File: config.mk
export PLATFORM = sky130hd
export DESIGN_NAME = shared_bank_reallocator
export DESIGN_NICKNAME = d
export VERILOG_FILES = /design/src/rtl/shared_bank_reallocator.sv
export SDC_FILE = /design/constraint.sdc
export NUM_CORES = 1
export LEC_CHECK = 0
export BUFFER_PORTS_ARGS = -buffer_cell sky130_fd_sc_hd__buf_2
export CAP_MARGIN = 20
export CORE_ASPECT_RATIO = 0.7
export CORE_MARGIN = 2
export CORE_UTILIZATION = 65
export CTS_CLUSTER_SIZE = 8
export DETAILED_ROUTE_END_ITERATION = 10
export PLACE_DENSITY = 0.85
export RECOVER_POWER = 100
export SETUP_SLACK_MARGIN = 0.3
export SLEW_MARGIN = 25
export SYNTH_ARGS = -nofsm -noshare
export SYNTH_HDL_FRONTEND = slang
export SYNTH_SLANG_ARGS = --single-unit
File: constraint.sdc
create_clock -name clk -period 10 [get_ports clk]
set_input_delay 1.5 -clock clk [delete_from_list [all_inputs] [get_ports clk]]
set_output_delay 1.5 -clock clk [all_outputs]
set_load 0.01 [all_outputs]
File: src/rtl/shared_bank_reallocator.sv
`default_nettype none
// ============================================================================
// Module      : shared_bank_reallocator
// Description : Per-bank owner arbiter for shared input-VC memory banks.
//               Watches per-port congestion (all private VCs allocated for
//               a sustained period) and hands the bank's shared VCs to a
//               congested port picked round-robin, after draining the bank.
//               A drain that does not complete in time is aborted.
// Revision    : 1.0 - initial release
// ============================================================================
module shared_bank_reallocator #(
    parameter int NUM_PORTS         = 5,
    parameter int NUM_VCS_PER_BANK  = 1,
    parameter int COUNTER_WIDTH     = 4,
    parameter int CONGEST_THRESHOLD = 15,
    parameter int TIMEOUT_WIDTH     = 6,
    parameter int RESET_OWNER       = 0,
    parameter int PORT_IDX_WIDTH    = 3
) (
    input  logic                                   clk,
    input  logic                                   reset,
    input  logic [NUM_PORTS*NUM_VCS_PER_BANK-1:0]  private_ivc_allocated,
    input  logic [NUM_PORTS*NUM_VCS_PER_BANK-1:0]  shared_ivc_allocated,
    input  logic [NUM_VCS_PER_BANK-1:0]            shared_ivc_empty,
    output logic                                   ready_for_allocation,
    output logic [NUM_PORTS-1:0]                   bank_grant,
    output logic [PORT_IDX_WIDTH-1:0]              owner_id,
    output logic                                   reassign,
    output logic                                   drain_abort
);

    localparam logic [COUNTER_WIDTH-1:0]  C_CNT_MAX      = {COUNTER_WIDTH{1'b1}};
    localparam logic [COUNTER_WIDTH-1:0]  C_THRESH       = COUNTER_WIDTH'(CONGEST_THRESHOLD);
    // The registered timeout starts at 0 in the first drain cycle, so the
    // last permitted drain cycle (number 2^TIMEOUT_WIDTH-1) sees this value.
    localparam logic [TIMEOUT_WIDTH-1:0]  C_TIMEOUT_LAST = TIMEOUT_WIDTH'((1 << TIMEOUT_WIDTH) - 2);
    localparam logic [PORT_IDX_WIDTH-1:0] C_RESET_OWNER  = PORT_IDX_WIDTH'(RESET_OWNER);
    localparam logic [PORT_IDX_WIDTH-1:0] C_LAST_PORT    = PORT_IDX_WIDTH'(NUM_PORTS - 1);
    localparam logic [NUM_PORTS-1:0]      C_RESET_GRANT  = NUM_PORTS'(1) << RESET_OWNER;

    typedef enum logic [1:0] {
        S_ENABLE = 2'd0,
        S_DRAIN  = 2'd1,
        S_SWITCH = 2'd2
    } state_t;

    state_t                    r_state_q,    w_state_d;
    logic [PORT_IDX_WIDTH-1:0] r_winner_q,   w_winner_d;
    logic [TIMEOUT_WIDTH-1:0]  r_timeout_q,  w_timeout_d;
    logic [NUM_PORTS-1:0]      r_grant_q,    w_grant_d;
    logic [PORT_IDX_WIDTH-1:0] r_owner_q,    w_owner_d;
    logic [PORT_IDX_WIDTH-1:0] r_rr_q,       w_rr_d;
    logic                      r_reassign_q, w_reassign_d;
    logic                      r_abort_q,    w_abort_d;
    logic                      w_ready;

    logic [NUM_PORTS-1:0]      w_full;
    logic [NUM_PORTS-1:0]      w_congested;
    logic [NUM_PORTS-1:0]      w_cand;
    logic [PORT_IDX_WIDTH-1:0] w_pick;
    logic                      w_found;
    logic                      w_drained;
    logic                      w_timeout_hit;

    // Per-port saturating congestion counters; they only accumulate while
    // the bank is open for allocation and restart from zero otherwise.
    generate
        for (genvar p = 0; p < NUM_PORTS; p++) begin : g_port
            logic [COUNTER_WIDTH-1:0] r_cnt_q;

            assign w_full[p]      = &private_ivc_allocated[p*NUM_VCS_PER_BANK +: NUM_VCS_PER_BANK];
            assign w_congested[p] = (r_cnt_q >= C_THRESH);

            // Count consecutive full cycles, saturating at the counter maximum.
            always_ff @(posedge clk or negedge reset) begin
                if (!reset) begin
                    r_cnt_q <= '0;
                end else if ((r_state_q == S_ENABLE) && w_full[p]) begin
                    if (r_cnt_q != C_CNT_MAX) begin
                        r_cnt_q <= r_cnt_q + COUNTER_WIDTH'(1);
                    end
                end else begin
                    r_cnt_q <= '0;
                end
            end
        end
    endgenerate

    // The current owner never competes for its own bank.
    assign w_cand        = w_congested & ~r_grant_q;
    assign w_drained     = ~(|shared_ivc_allocated) & (&shared_ivc_empty);
    assign w_timeout_hit = (r_timeout_q == C_TIMEOUT_LAST);

    // Round-robin search: first candidate at or above the pointer, wrapping.
    always_comb begin
        int idx;
        idx     = 0;
        w_pick  = r_rr_q;
        w_found = 1'b0;
        for (int i = 0; i < NUM_PORTS; i++) begin
            idx = int'(r_rr_q) + i;
            if (idx >= NUM_PORTS) begin
                idx = idx - NUM_PORTS;
            end
            if (!w_found && w_cand[idx]) begin
                w_found = 1'b1;
                w_pick  = PORT_IDX_WIDTH'(idx);
            end
        end
    end

    // Owner FSM next-state and output decode.
    always_comb begin
        w_state_d    = r_state_q;
        w_winner_d   = r_winner_q;
        w_timeout_d  = r_timeout_q;
        w_grant_d    = r_grant_q;
        w_owner_d    = r_owner_q;
        w_rr_d       = r_rr_q;
        w_reassign_d = 1'b0;
        w_abort_d    = 1'b0;
        w_ready      = 1'b0;
        case (r_state_q)
            S_ENABLE: begin
                w_ready = 1'b1;
                if (w_found) begin
                    w_winner_d  = w_pick;
                    w_timeout_d = '0;
                    w_state_d   = S_DRAIN;
                end
            end
            S_DRAIN: begin
                w_timeout_d = r_timeout_q + TIMEOUT_WIDTH'(1);
                // A completed drain wins over a simultaneous timeout.
                if (w_drained) begin
                    w_state_d = S_SWITCH;
                end else if (w_timeout_hit) begin
                    w_state_d = S_ENABLE;
                    w_abort_d = 1'b1;
                end
            end
            S_SWITCH: begin
                w_state_d    = S_ENABLE;
                w_grant_d    = NUM_PORTS'(1) << r_winner_q;
                w_owner_d    = r_winner_q;
                w_rr_d       = (r_winner_q == C_LAST_PORT) ? '0 : r_winner_q + PORT_IDX_WIDTH'(1);
                w_reassign_d = 1'b1;
            end
            default: begin
                w_state_d = S_ENABLE;
            end
        endcase
    end

    // FSM state, ownership and pulse registers.
    always_ff @(posedge clk or negedge reset) begin
        if (!reset) begin
            r_state_q    <= S_ENABLE;
            r_winner_q   <= C_RESET_OWNER;
            r_timeout_q  <= '0;
            r_grant_q    <= C_RESET_GRANT;
            r_owner_q    <= C_RESET_OWNER;
            r_rr_q       <= '0;
            r_reassign_q <= 1'b0;
            r_abort_q    <= 1'b0;
        end else begin
            r_state_q    <= w_state_d;
            r_winner_q   <= w_winner_d;
            r_timeout_q  <= w_timeout_d;
            r_grant_q    <= w_grant_d;
            r_owner_q    <= w_owner_d;
            r_rr_q       <= w_rr_d;
            r_reassign_q <= w_reassign_d;
            r_abort_q    <= w_abort_d;
        end
    end

    assign ready_for_allocation = w_ready;
    assign bank_grant           = r_grant_q;
    assign owner_id             = r_owner_q;
    assign reassign             = r_reassign_q;
    assign drain_abort          = r_abort_q;

endmodule
`default_nettype wire
Word-level counts from Yosys, hierarchy flattened
Cells that the tools add are included.
{ "word_totals": {"regBits": 44, "in_bits": 13, "output_inout_bits": 11, "word_cells": 136} }
{ "classes": {"add_sub_neg": 16, "n_lt_le_gt_ge": 15, "n_eq_ne": 16, "n_shift": 1, "muxes": 52, "n_bitwise": 4, "reduce_logical": 19} }
{ "ops": {"columns": ["cell", "n"], "rows": [
  ["32-bit by 5-bit < comparator with 1-bit output (second input constant)", 5],
  ["32-bit two-way mux", 5],
  ["4-bit two-way mux", 10],
  ["4-bit by 1-bit adder with 4-bit output (second input constant)", 5],
  ["4-bit >= comparator (second input constant)", 5],
  ["1-bit two-way mux", 20],
  ["4-bit != test (second input constant)", 5],
  ["4-bit by 3-bit subtractor with 5-bit output (second input constant)", 4],
  ["3-bit two-way mux", 6],
  ["4-bit by 3-bit >= comparator with 1-bit output (second input constant)", 4],
  ["1-bit binary-select mux with 3-bit select", 5],
  ["6-bit case mux with 2 select lines", 1],
  ["2-bit by 1-bit != test with 1-bit output (second input constant)", 5],
  ["1-bit logical AND", 9],
  ["3-bit by 2-bit adder with 4-bit output (second input constant)", 2],
  ["6-bit by 1-bit adder with 6-bit output (second input constant)", 1],
  ["6-bit equality test (second input constant)", 1],
  ["2-bit two-way mux", 3],
  ["6-bit two-way mux", 1],
  ["2-bit AND reduction", 3],
  ["5-bit bitwise AND", 1],
  ["5-bit NOT", 1],
  ["5-bit OR reduction", 1],
  ["1-bit by 3-bit << shifter with 5-bit output (first input constant)", 1],
  ["16 further kinds", 19]
]} }

Logic depth before layout (Yosys ltp)
{ "logic_depth": {"word_depth": 20, "ltp_mapped": 13, "depth_no_buf": 12} }

Worst setup path before layout
OpenSTA, ideal clock, no wires.
{ "synth_timing": {"kind": "flip-flop to flip-flop", "start": "reg r_rr_q[1]", "end": "reg r_winner_q[2]", "setup_ns": 0.123, "t_arrival_ns": 3.137, "t_required_ns": 9.877, "setup_slack_ns": 6.740, "path_stages_with_launch": 14, "path_buffers": 1, "synth_period_minus_slack_ns": 3.260, "path_cell_list": "dfrtp_1 > inv_1 > ha_1 > inv_1 > ha_1 > buf_2 > a211o_1 > a211oi_2 > mux2_1 > nor3b_1 > o21bai_4 > nor2_1 > o2111a_1 > o221a_1"} }
{ "synth_via": {"elab_chain_cells": 19, "word_cells_on_any_way": 53, "cone_classes": "add/sub (9); order compare (5); mux (30); reduce/logical (9)"} }
{ "synth_lines": {"columns": ["element", "line", "source"], "rows": [
  ["start: declaration", "52", "logic [PORT_IDX_WIDTH-1:0] r_rr_q, w_rr_d;"],
  ["start signal: assignment", "172", "r_rr_q <= w_rr_d;"],
  ["parallel branches: the longest is 19 deep, another holds 4-bit by 3-bit subtractor with 5-bit output", null, null],
  ["end signal: assignment", "168", "r_winner_q <= w_winner_d;"],
  ["end: declaration", "48", "logic [PORT_IDX_WIDTH-1:0] r_winner_q, w_winner_d;"]
]} }
Parallel ways; which one is timed is not known. The select of a mux whose other input is x is not followed.
A chain may end at the register's enable or synchronous reset.

Final worst setup path
{ "layout_timing": {"start": "reg r_rr_q[0]", "end": "reg r_timeout_q[4]"} }
{ "layout_via": {"elab_chain_cells": 20, "word_cells_on_any_way": 49, "cone_classes": "add/sub (9); order compare (5); eq/ne (1); mux (25); reduce/logical (9)"} }
{ "layout_lines": {"columns": ["element", "line", "source"], "rows": [
  ["parallel branches: the longest is 17 deep, another holds 4-bit by 3-bit subtractor with 5-bit output", null, null],
  ["1-bit two-way mux *", "105", "if (!w_found && w_cand[idx]) begin"],
  ["2-bit != test (no source line) *", null, null],
  ["2-bit AND reduction (no source line) *", null, null],
  ["end signal: assignment", "169", "r_timeout_q <= w_timeout_d;"],
  ["end: declaration", "49", "logic [TIMEOUT_WIDTH-1:0] r_timeout_q, w_timeout_d;"]
]} }
Mark *: on every way between the ends. The select of a mux whose other input is x is not followed.

==> results.toml <==
[yosys]
synthDistinctLibCells = 60
synth_seq_area_share = 0.352
postSynthCellCount = 350
synth.net_count = 388
synth_ff_type = "dfrtp_1"
synth_seq_cells = 44
syn_avg_cell_area_um2 = 8.94
async_flop_share = 1.00
synth_top_area_frac = 0.344
yosys_warnings = 0
yosys.area.top_type = "dfrtp_1"
synthTopCellsByArea = "dfrtp_1, ha_1, mux2i_1, nand2_1, nor2_1"
synth_area_mm2 = 0.00313
synth-edff-count = 0

[cts]
ctsRootBufferMaster = "clkbuf_8"
ctsResizeCount = 0
cts.htree.levels = 2
insertion_delay_ns = 0.30
clock_sinks = 44
cts_setup_buffers = 0
cts_tree = "yes"
cts_made_buffers = 5
clkTransAtPathRegs_ns = 0.09
cts_hold_buffers = 0
clk_path_buf_depth = 2

[global_routing]
gr-total-overflow = 0
grt_pass1_vias = 2460
grt_pass1_wl_um = 11500
grt_use_total = 0.275
grt_start_max_net_pins = 45
antenna_found_initial = 0

[route]
firstDrtPassIters = 5
detail-route-antenna-nets = 0
drt-vias-per-instance = 6.30
drtIter0Drc = 216
via_count = 2708
avgRoutedWirePerCell_um = 16.6
drc = 0
drt-total-wl_um = 7120

[setup_path]
timing.critical_path.from = "r_rr_q[0]"
critPathSlowestCell = "dfrtp_1"
path_max_fanout = 24
start_kind = "flip-flop"
critPathTopFamily = "compound AO/OA/AOI/OAI gates"
worstPathArrival_ns = 4.67
r2r_slack_ns = 5.49
crit_type = "flip-flop to flip-flop"
cp_cell_sequence = "inv_1 -> ha_1 -> inv_1 -> ha_1 -> a211o_1 -> a211oi_1 -> mux2_1 -> nor3b_1 -> o21bai_1 -> nor4_1 -> a21oi_1 -> o22ai_1"
reg2reg_from = "r_rr_q[0]"
crit_path_max_incr_delay_ns = 0.84
end_kind = "flip-flop"
cp_data_required_time_ns = 10.16
path_buf_inv = 2

[power_and_ir_drop]
p_leak_uw = 0.00147
clkPwrFrac = 0.355
powerDensity_mw_per_mm2 = 100
comb_power_share = 0.069
total_power_uw = 333
vdd_drop_max_mv = 0.0863
swShare = 0.251
pwr-share-seq = 0.577
p_switching_uw = 83.4
intPower_uw = 249

[sta]
drv_slew = 45
fin_crit_sh = 0.451
setup_viol = 0
tightest_slew_ns = 2.29
rsz0062_at_grt = "no"
fmax_mhz = 222
fin_skew_ns = 0.0121
min_period_ns = 4.51
relSlewSlack = -0.525
whs_ns = 0.492
setup_tns_ns = 0
hold_viol_final = 0
fin_ws_ns = 5.49

[placed_design]
port_buffers = 23
dp_hpwl_um = 5310
globalplace.congestion = 0.935
place_ws_ns = 6.12

[die]
die-area_mm2 = 0.00539
coreArea_mm2 = 0.00470
rows = 21
die_y_um = 62.1
io_pins = 24
die_w_um = 86.9
start_util = 0.665

[finish]
fillers = 364
antennaDiodeCount = 0
area_growth_syn_to_layout_pct = 6.08
drive_gt1_frac = 0.0885
utilization = 0.706
nets = 410

[hold_path]
worstHoldStart = "owner_id[1]"
hp-class = "flip-flop to flip-flop"

[run_status]
violations = "capacitance limit, slew limit"
status = "complete, but fails checks"

[run]
drv_cap = 1
power groups by stage:
stage	combinational (uW)	sequential [uW]	clock, uW
2_1_floorplan	14.9	193	0
3_3_place_gp	22.3	194	0
3_5_place_dp	23.6	195	0
4_1_cts	23.5	192	119
5_1_grt	27.1	193	127
6_report	22.9	192	118
path summary, 6_finish.rpt:
check | endpoint | cells after the start
max | r_timeout_q[4] | 12
min | owner_id[1] | 2
max reg2reg | r_timeout_q[4] | 12
min reg2reg | owner_id[1] | 2
max in group asynchronous | r_rr_q[2] | 1
min in group asynchronous | g_port[0].r_cnt_q[2] | 1
layer usage:
layer,vias to the layer above,global-route usage,routed length (um)
met2,90,0.442,3280
li1,1310,-,-
met4,0,0.0982,62
met1,1300,0.377,3370
met3,8,0.0581,419
met5,-,0,0
state kept, by name, indices dropped and copies added, names as in the netlist:
register and cells:
g_port.r_cnt_q 20, r_timeout_q 6, bank_grant 5, owner_id 3, r_rr_q 3, r_winner_q 3
r_state_q 2, drain_abort 1, reassign 1
area by class of cell:
| cell class | instances | area (um^2) | share of cell area |
|---|---|---|---|
| repair buffers | 23 | 101 | 0.0305 |
| multi-input cells | 277 | 1870 | 0.564 |
| well taps | 57 | 71.3 | 0.0215 |
| clock buffers | 7 | 86.3 | 0.0260 |
| flip-flops and latches | 44 | 1100 | 0.332 |
| inverters | 21 | 78.8 | 0.0237 |
| clock inverters | 1 | 7.51 | 0.00226 |
cells in the mapped netlist (all sizes together) (4+ instances only):
master,count
a211oi,4
a21oi,20
a31oi,7
buf,6
dfrtp,43
ha,25
inv,20
mux2,4
mux2i,19
nand2,40
nand2b,4
nand3,13
nand4,6
nand4b,4
nor2,34
nor2b,5
nor3,20
nor3b,7
nor4,4
o21ai,14
o22ai,8
xnor2,7
cells in the final DEF (no fill, tap or decap), types with 5 or more instances in the layout:
| cell | count |
|---|---|
| dfrtp_1 | 43 |
| clkbuf_1 | 12 |
| nor2_1 | 34 |
| xnor2_1 | 7 |
| buf_2 | 12 |
| a21oi_1 | 19 |
| mux2i_1 | 19 |
| nand2_1 | 40 |
| a31oi_1 | 7 |
| nor3_1 | 20 |
| nand3_1 | 13 |
| nor2b_1 | 5 |
| nor3b_1 | 7 |
| ha_1 | 25 |
| nand4_1 | 5 |
| clkbuf_8 | 6 |
| o21ai_0 | 12 |
| inv_1 | 20 |
| o22ai_1 | 8 |
stage by stage:
step | instances | instance area, um^2
global placement | 422 | 3280
CTS | 430 | 3370
global route | 430 | 3320
floorplan | 350 | 3130
detailed placement | 422 | 3280
finish | 430 | 3320
kinds of logic (layout without fill, tap and decap cells):
family | Yosys count | after routing | share of synthesized area
xor gates and xnor gates | 9 | 9 | 0.0276
muxes | 24 | 24 | 0.0824
and+or+nand+nor | 147 | 147 | 0.241
buffers and inverters | 29 | 52 | 0.0376
AOI/OAI and AO/OA | 72 | 72 | 0.159
DFF | 44 | 44 | 0.352
adders and majority gates | 25 | 25 | 0.100
worst register-to-register path, cell delays in order (launching register included):
cell	delay, ns
dfrtp_1	0.84
inv_1	0.37
ha_1	0.32
inv_1	0.06
ha_1	0.31
a211o_1	0.30
a211oi_1	0.54
mux2_1	0.40
nor3b_1	0.25
o21bai_1	0.25
nor4_1	0.14
a21oi_1	0.43
o22ai_1	0.17
Power figures use the tool's default switching activity.
